File: src/rtl/mem_arbiter_pkg.sv
// Shared types and constants for the data-RAM arbiter between the CPU and DMA.
package mem_arbiter_pkg;

  // Strobe levels on the active-low CPU/RAM bus.
  localparam logic ENABLE_  = 1'b0;
  localparam logic DISABLE_ = 1'b1;

  // Width of the starvation counter; STARVE_MAX must fit in it.
  localparam int CNT_W = 4;

  typedef enum logic [1:0] {
    ARB_IDLE  = 2'd0,
    ARB_WAIT  = 2'd1,
    ARB_FORCE = 2'd2,
    ARB_ACK   = 2'd3
  } arb_state_e;

  // Saturating increment so a long CPU burst can never wrap the counter.
  function automatic logic [CNT_W-1:0] sat_inc(input logic [CNT_W-1:0] v);
    return (v == '1) ? v : v + 1'b1;
  endfunction

endpackage

File: src/rtl/mem_arbiter_port_mux.sv
// Selects which requester's address, data and strobes reach the RAM port.
module arb_port_mux
  import mem_arbiter_pkg::*;
#(
  parameter int ADDR_W = 8,
  parameter int DATA_W = 8
) (
  input  logic              sel_dma_i,
  input  logic [ADDR_W-1:0] cpu_addr_i,
  input  logic [DATA_W-1:0] cpu_d_in_i,
  input  logic              cpu_rd_n_i,
  input  logic              cpu_wr_n_i,
  input  logic [ADDR_W-1:0] dma_addr_i,
  input  logic [DATA_W-1:0] dma_wdata_i,
  input  logic              dma_we_i,
  output logic [ADDR_W-1:0] ram_addr_o,
  output logic [DATA_W-1:0] ram_d_in_o,
  output logic              ram_rd_n_o,
  output logic              ram_wr_n_o
);

  // The DMA side turns its single we bit into the pair of active-low strobes.
  assign ram_addr_o = sel_dma_i ? dma_addr_i  : cpu_addr_i;
  assign ram_d_in_o = sel_dma_i ? dma_wdata_i : cpu_d_in_i;
  assign ram_rd_n_o = sel_dma_i ? (dma_we_i ? DISABLE_ : ENABLE_) : cpu_rd_n_i;
  assign ram_wr_n_o = sel_dma_i ? (dma_we_i ? ENABLE_ : DISABLE_) : cpu_wr_n_i;

endmodule

File: src/rtl/mem_arbiter.sv
// Data-RAM arbiter: CPU has priority, DMA steals idle slots or forces a
// one-cycle CPU hold after waiting STARVE_MAX cycles.
//
// state     | meaning
// ----------+-----------------------------------------------------------
// ARB_IDLE  | no DMA transfer in progress, CPU owns RAM
// ARB_WAIT  | DMA pending, waiting for an idle CPU slot, counting busy cycles
// ARB_FORCE | DMA starved: CPU held for this cycle, DMA owns RAM
// ARB_ACK   | access done, ack held until the requester drops dma_req
module mem_arbiter
  import mem_arbiter_pkg::*;
#(
  parameter int ADDR_W     = 8,
  parameter int DATA_W     = 8,
  parameter int STARVE_MAX = 4
) (
  input  logic              clk,
  input  logic              rst_,
  input  logic [ADDR_W-1:0] cpu_addr,
  input  logic [DATA_W-1:0] cpu_d_in,
  input  logic              cpu_rd_,
  input  logic              cpu_wr_,
  output logic [DATA_W-1:0] cpu_d_out,
  output logic              cpu_hold_,
  input  logic              dma_req,
  input  logic              dma_we,
  input  logic [ADDR_W-1:0] dma_addr,
  input  logic [DATA_W-1:0] dma_wdata,
  output logic              dma_ack,
  output logic [DATA_W-1:0] dma_rdata,
  output logic [ADDR_W-1:0] ram_addr,
  output logic [DATA_W-1:0] ram_d_in,
  input  logic [DATA_W-1:0] ram_d_out,
  output logic              ram_rd_,
  output logic              ram_wr_
);

  localparam logic [CNT_W-1:0] STARVE_LAST = CNT_W'(STARVE_MAX - 1);

  arb_state_e        state_q, state_d;
  logic [CNT_W-1:0]  cnt_q, cnt_d;
  logic [DATA_W-1:0] rdata_q, rdata_d;
  logic              sel_dma;
  logic              cpu_idle;
  logic              mux_rd_n, mux_wr_n;

  assign cpu_idle = (cpu_rd_ == DISABLE_) && (cpu_wr_ == DISABLE_);

  // State, starvation counter and captured read data.
  always_ff @(posedge clk or negedge rst_) begin
    if (!rst_) begin
      state_q <= ARB_IDLE;
      cnt_q   <= '0;
      rdata_q <= '0;
    end else begin
      state_q <= state_d;
      cnt_q   <= cnt_d;
      rdata_q <= rdata_d;
    end
  end

  // Next-state, port select and read-data capture.
  always_comb begin
    state_d = state_q;
    cnt_d   = cnt_q;
    rdata_d = rdata_q;
    sel_dma = 1'b0;
    case (state_q)
      ARB_IDLE: begin
        if (dma_req) begin
          state_d = ARB_WAIT;
          cnt_d   = '0;
        end
      end
      ARB_WAIT: begin
        if (!dma_req) begin
          state_d = ARB_IDLE;
        end else if (cpu_idle) begin
          sel_dma = 1'b1;
          if (!dma_we) rdata_d = ram_d_out;
          state_d = ARB_ACK;
        end else begin
          cnt_d = sat_inc(cnt_q);
          if (cnt_q == STARVE_LAST) state_d = ARB_FORCE;
        end
      end
      ARB_FORCE: begin
        sel_dma = 1'b1;
        if (!dma_we) rdata_d = ram_d_out;
        state_d = ARB_ACK;
      end
      ARB_ACK: begin
        if (!dma_req) state_d = ARB_IDLE;
      end
      default: state_d = ARB_IDLE;
    endcase
  end

  arb_port_mux #(
    .ADDR_W (ADDR_W),
    .DATA_W (DATA_W)
  ) u_port_mux (
    .sel_dma_i   (sel_dma),
    .cpu_addr_i  (cpu_addr),
    .cpu_d_in_i  (cpu_d_in),
    .cpu_rd_n_i  (cpu_rd_),
    .cpu_wr_n_i  (cpu_wr_),
    .dma_addr_i  (dma_addr),
    .dma_wdata_i (dma_wdata),
    .dma_we_i    (dma_we),
    .ram_addr_o  (ram_addr),
    .ram_d_in_o  (ram_d_in),
    .ram_rd_n_o  (mux_rd_n),
    .ram_wr_n_o  (mux_wr_n)
  );

  // Strobes are forced inactive while reset is asserted so nothing lands in RAM.
  assign ram_rd_ = rst_ ? mux_rd_n : DISABLE_;
  assign ram_wr_ = rst_ ? mux_wr_n : DISABLE_;

  assign cpu_d_out = ram_d_out;
  assign cpu_hold_ = (state_q == ARB_FORCE) ? ENABLE_ : DISABLE_;
  assign dma_ack   = (state_q == ARB_ACK);
  assign dma_rdata = rdata_q;

endmodule

File: config.mk
export PLATFORM = sky130hd
export DESIGN_NAME = mem_arbiter
export DESIGN_NICKNAME = d
export VERILOG_FILES = /design/src/rtl/mem_arbiter_pkg.sv /design/src/rtl/mem_arbiter_port_mux.sv /design/src/rtl/mem_arbiter.sv
export SDC_FILE = /design/constraint.sdc
export NUM_CORES = 1
export LEC_CHECK = 0
export ABC_AREA = 1
export CORE_MARGIN = 2
export CORE_UTILIZATION = 26
export CTS_CLUSTER_DIAMETER = 40
export CTS_CLUSTER_SIZE = 20
export DETAILED_ROUTE_END_ITERATION = 12
export DONT_BUFFER_PORTS = 1
export HOLD_SLACK_MARGIN = 0.03
export PLACE_DENSITY = 0.47
export SETUP_SLACK_MARGIN = 0.15
export SYNTH_ARGS = -nofsm -noshare
export SYNTH_HDL_FRONTEND = slang
export SYNTH_SLANG_ARGS = --single-unit
File: constraint.sdc
create_clock -name clk -period 2.2 [get_ports clk]
set_input_delay 0.44 -clock clk [delete_from_list [all_inputs] [get_ports clk]]
set_output_delay 0.44 -clock clk [all_outputs]
set_load 0.03 [all_outputs]
==> key figures <==
Layout
  • Final Net Count: 240
  • Fill cell count: approximately 460
  • Post-layout instance area: between 1500 and 2000 µm²
  • Final std cells w/o fill: 239
  • Fraction of layout cells with a size suffix above 1: 38.0%
  • Diode count: 0
  • Final core utilization: 39.2%
  • Area Growth Syn to Fin: 45.0%

Power and ir drop
  • VDD IR max: 0.456 mV
  • Leakage power: 0.818 nW
  • Sw Pwr: 1.41 mW
  • Clock power frac: 10.0%
  • Internal Power: roughly 1.1 mW
  • Flop pwr share: 22.8%
  • Combinational Power Share: 67.2%
  • Power density over the cells: 1490 nW/µm²
  • Sw Share: 55.6%

Setup path
  • Crit path DAT: between 1.5 and 2 ns
  • CP Class: reg2out
  • Worst reg2reg endpoint: dma_rdata[4]$_DFFE_PN0P_
  • R2r setup slk: 0.47 ns
  • Worst r2r path cells: 9
  • Worst setup SP type: flip-flop
  • Reg2reg start: state_q[0]$_DFFE_PN0P_
  • Data required, critical path: 1.76 ns
  • CP endpoint kind: primary output
  • Crit-path max FO: 7

STA
  • Setup TNS: 0 ns
  • F_max: 483 MHz
  • Max Slew Vio Count: 0
  • RSZ-0062 raised after global routing: true
  • Final hold viol count: 0
  • Min Tclk post-route: 2.07 ns
  • Final setup fails: 0
  • Worst-Margin Slew: 0.663 ns
  • Period Utilization, post-route: 94.0%
  • Fin Clk Skew: between 0.002 and 0.003 ns
  • Setup slack after layout: between 0.1 and 0.15 ns
  • Slew headroom: a little under three fifths

Place
  • Pre-CTS setup slack: 0.263 ns
  • HPWL Detailed: 2070 µm
  • GP Congestion: roughly 0.69
  • Dpl cells: 219
  • PortBufs: 0
  • Placed Area: 1200 µm²

Clock tree
  • CTS tree: built
  • Clock latency at the later pin of the worst-skew pair: 0.25 ns
  • CTS Buf Count: 3
  • Clk buf depth: 2
  • Clk slew on worst S/H paths: 0.06 ns
  • Root Buffer Master: clkbuf_8
  • H-tree Lvls: 1
  • CTS sink cnt: 14

Global routing
  • Tot GR Track Use: 12.4%
  • Pin count of the biggest net entering global routing: 15
  • Vias in the first global route: roughly 1,100
  • Global route overflow: 0
  • Initial antenna violation count: 0
  • First-pass GRT wire length: 5040 µm

Yosys
  • Post-synth top area cell: dfrtp_1
  • Ranking of synthesized cells by area: dfrtp_1 30%, nand2_1 24%, nand3_1 14%
  • Post-Syn Area: 1180 µm²
  • Post-synth EDFFs: 0
  • Distinct cells, synth: 18
  • Post-Syn Nets: 226
  • Syn Inst Count: between 150 and 200
  • Synth warn: 0
  • Mean post-synth cell area: about 6.8 µm²
  • Async S/R FF share, synth: 100%
  • Sequential element share of the synthesized area: between 20% and 30%
  • Post-synthesis register bit count: 14
  • Synth top area share: 29.8%
  • Top FF cell, synth: dfrtp_1

Detailed routing
  • Antenna-violating nets left: 0
  • Drt first-iter violations: 38
  • DRC viols: 0
  • DR WL/cell: 13.9 µm
  • DR vias: about 1,200
  • Vias per cell: 4.85
  • 1st-pass router iterations: 4
  • Post-Route WL: 3320 µm

Die
  • Die width: a little over 70 µm
  • I/O Pins: 82
  • Die area: approximately 5100 µm²
  • Initial Utilization: 27.0%
  • Die Ht: just over 70 µm
  • Core area: 4350 µm²
  • Row count: 24

Hold path
  • Hold Path Stages: 2
  • Worst Hold Path EP: dma_rdata[3]$_DFFE_PN0P_
  • Hold Path Class: in2reg
  • Hold path startpoint: ram_d_out[3]

Job
  • Max Cap Viol: 0

Status
  • Status: finished, final reports clean
layout by cell type, fill, tap and decap left out, types with 2 or more instances in the layout:
master     n
buf_12     3
buf_4     15
clkbuf_8   4
dfrtp_1   13
ha_1       4
ha_4       2
inv_1      6
inv_2      3
nand2_1   56
nand2_2    5
nand2_4   19
nand2_8    3
nand3_1   20
nand3_2    6
nand3_4    6
nand4_1    6
nor2_1     8
logic make-up after synthesis:
group	synth area share, %
xor+xnor	0.744
fa+ha+maj	6.38
buf+inv	12.1
flops	29.8
simple gates	51.0
flip-flops by register name, summed over array words and instances, names as in the netlist, named ones only:
signal,flops
cnt_q,4
dma_rdata,8
state_q,1
layer usage:
| metal | GRT usage [%] | share of wire (%) |
|---|---|---|
| met1 | 14.2 | 39 |
| met2 | 21.5 | 52 |
| met3 | 4.22 | 7.7 |
| met4 | 4.19 | 1.7 |
| met5 | 0 | 0 |
how the worst max path moves through the flow:
stage / startpoint / slack (ns) / to
floorplan: state_q[0]$_DFFE_PN0P_ / 0.17 / ram_addr[4]
global placement: state_q[0]$_DFFE_PN0P_ / 0.27 / ram_wr_
detailed placement: flip-flop / 0.26 / ram_wr_
CTS: flip-flop / 0.10 / ram_wr_
global route: flip-flop / 0.06 / ram_wr_
finish: flip-flop / 0.13 / ram_d_in[2]
per-stage QoR:
step           power [mW]  hold WS (ns)
6_report             2.54         0.334
5_1_grt              2.71         0.337
4_1_cts              2.24         0.328
3_5_place_dp         1.71         0.145
3_3_place_gp         1.71         0.145
2_1_floorplan        1.53         0.144
power by group through the flow:
stage	Clock [mW]	Sequential, mW	Combinational (mW)
2_1_floorplan	0	0.567	0.959
3_3_place_gp	0	0.586	1.13
3_5_place_dp	0	0.584	1.12
4_1_cts	0.264	0.573	1.41
5_1_grt	0.274	0.586	1.85
6_report	0.254	0.579	1.71
worst max-delay path, stage by stage, from the launching register on:
cell and delay [ns]:
dfrtp_1 0.40, inv_2 0.12, ha_4 0.16, nand2_4 0.06, inv_4 0.06, nand2_4 0.07, nand2_8 0.13, clkbuf_16 0.18
nand3_4 0.07, nand2_4 0.12
cell usage after synthesis, types with 2 or more instances:
library cell	instances
nand2_1	74
nand3_1	32
dfrtp_1	14
buf_4	10
inv_1	9
nor2_1	8
ha_1	6
nand4_1	6
nand2_2	4
buf_6	2
nand2_8	2
area by class of cell:
class / count / area, µm² / share of cell area [%]
Tap cell: 52 / 65.1 / 3.81
Timing Repair Buffer: 21 / 219 / 12.8
Multi-Input combinational cell: 138 / 976 / 57.2
Sequential cell: 14 / 352 / 20.6
Inverter: 10 / 40.0 / 2.35
Clock buffer: 4 / 55.1 / 3.23
timing repair:
item,in CTS,in global routing
setup buffers,6,6
endpoints found under the hold margin,14,0
pin swaps,14,9
hold buffers,1,0
gates cloned,2,1
endpoints found under the setup margin,18,18
gates resized for setup,35,28
Note: power is estimated with default switching activity, not from simulation.
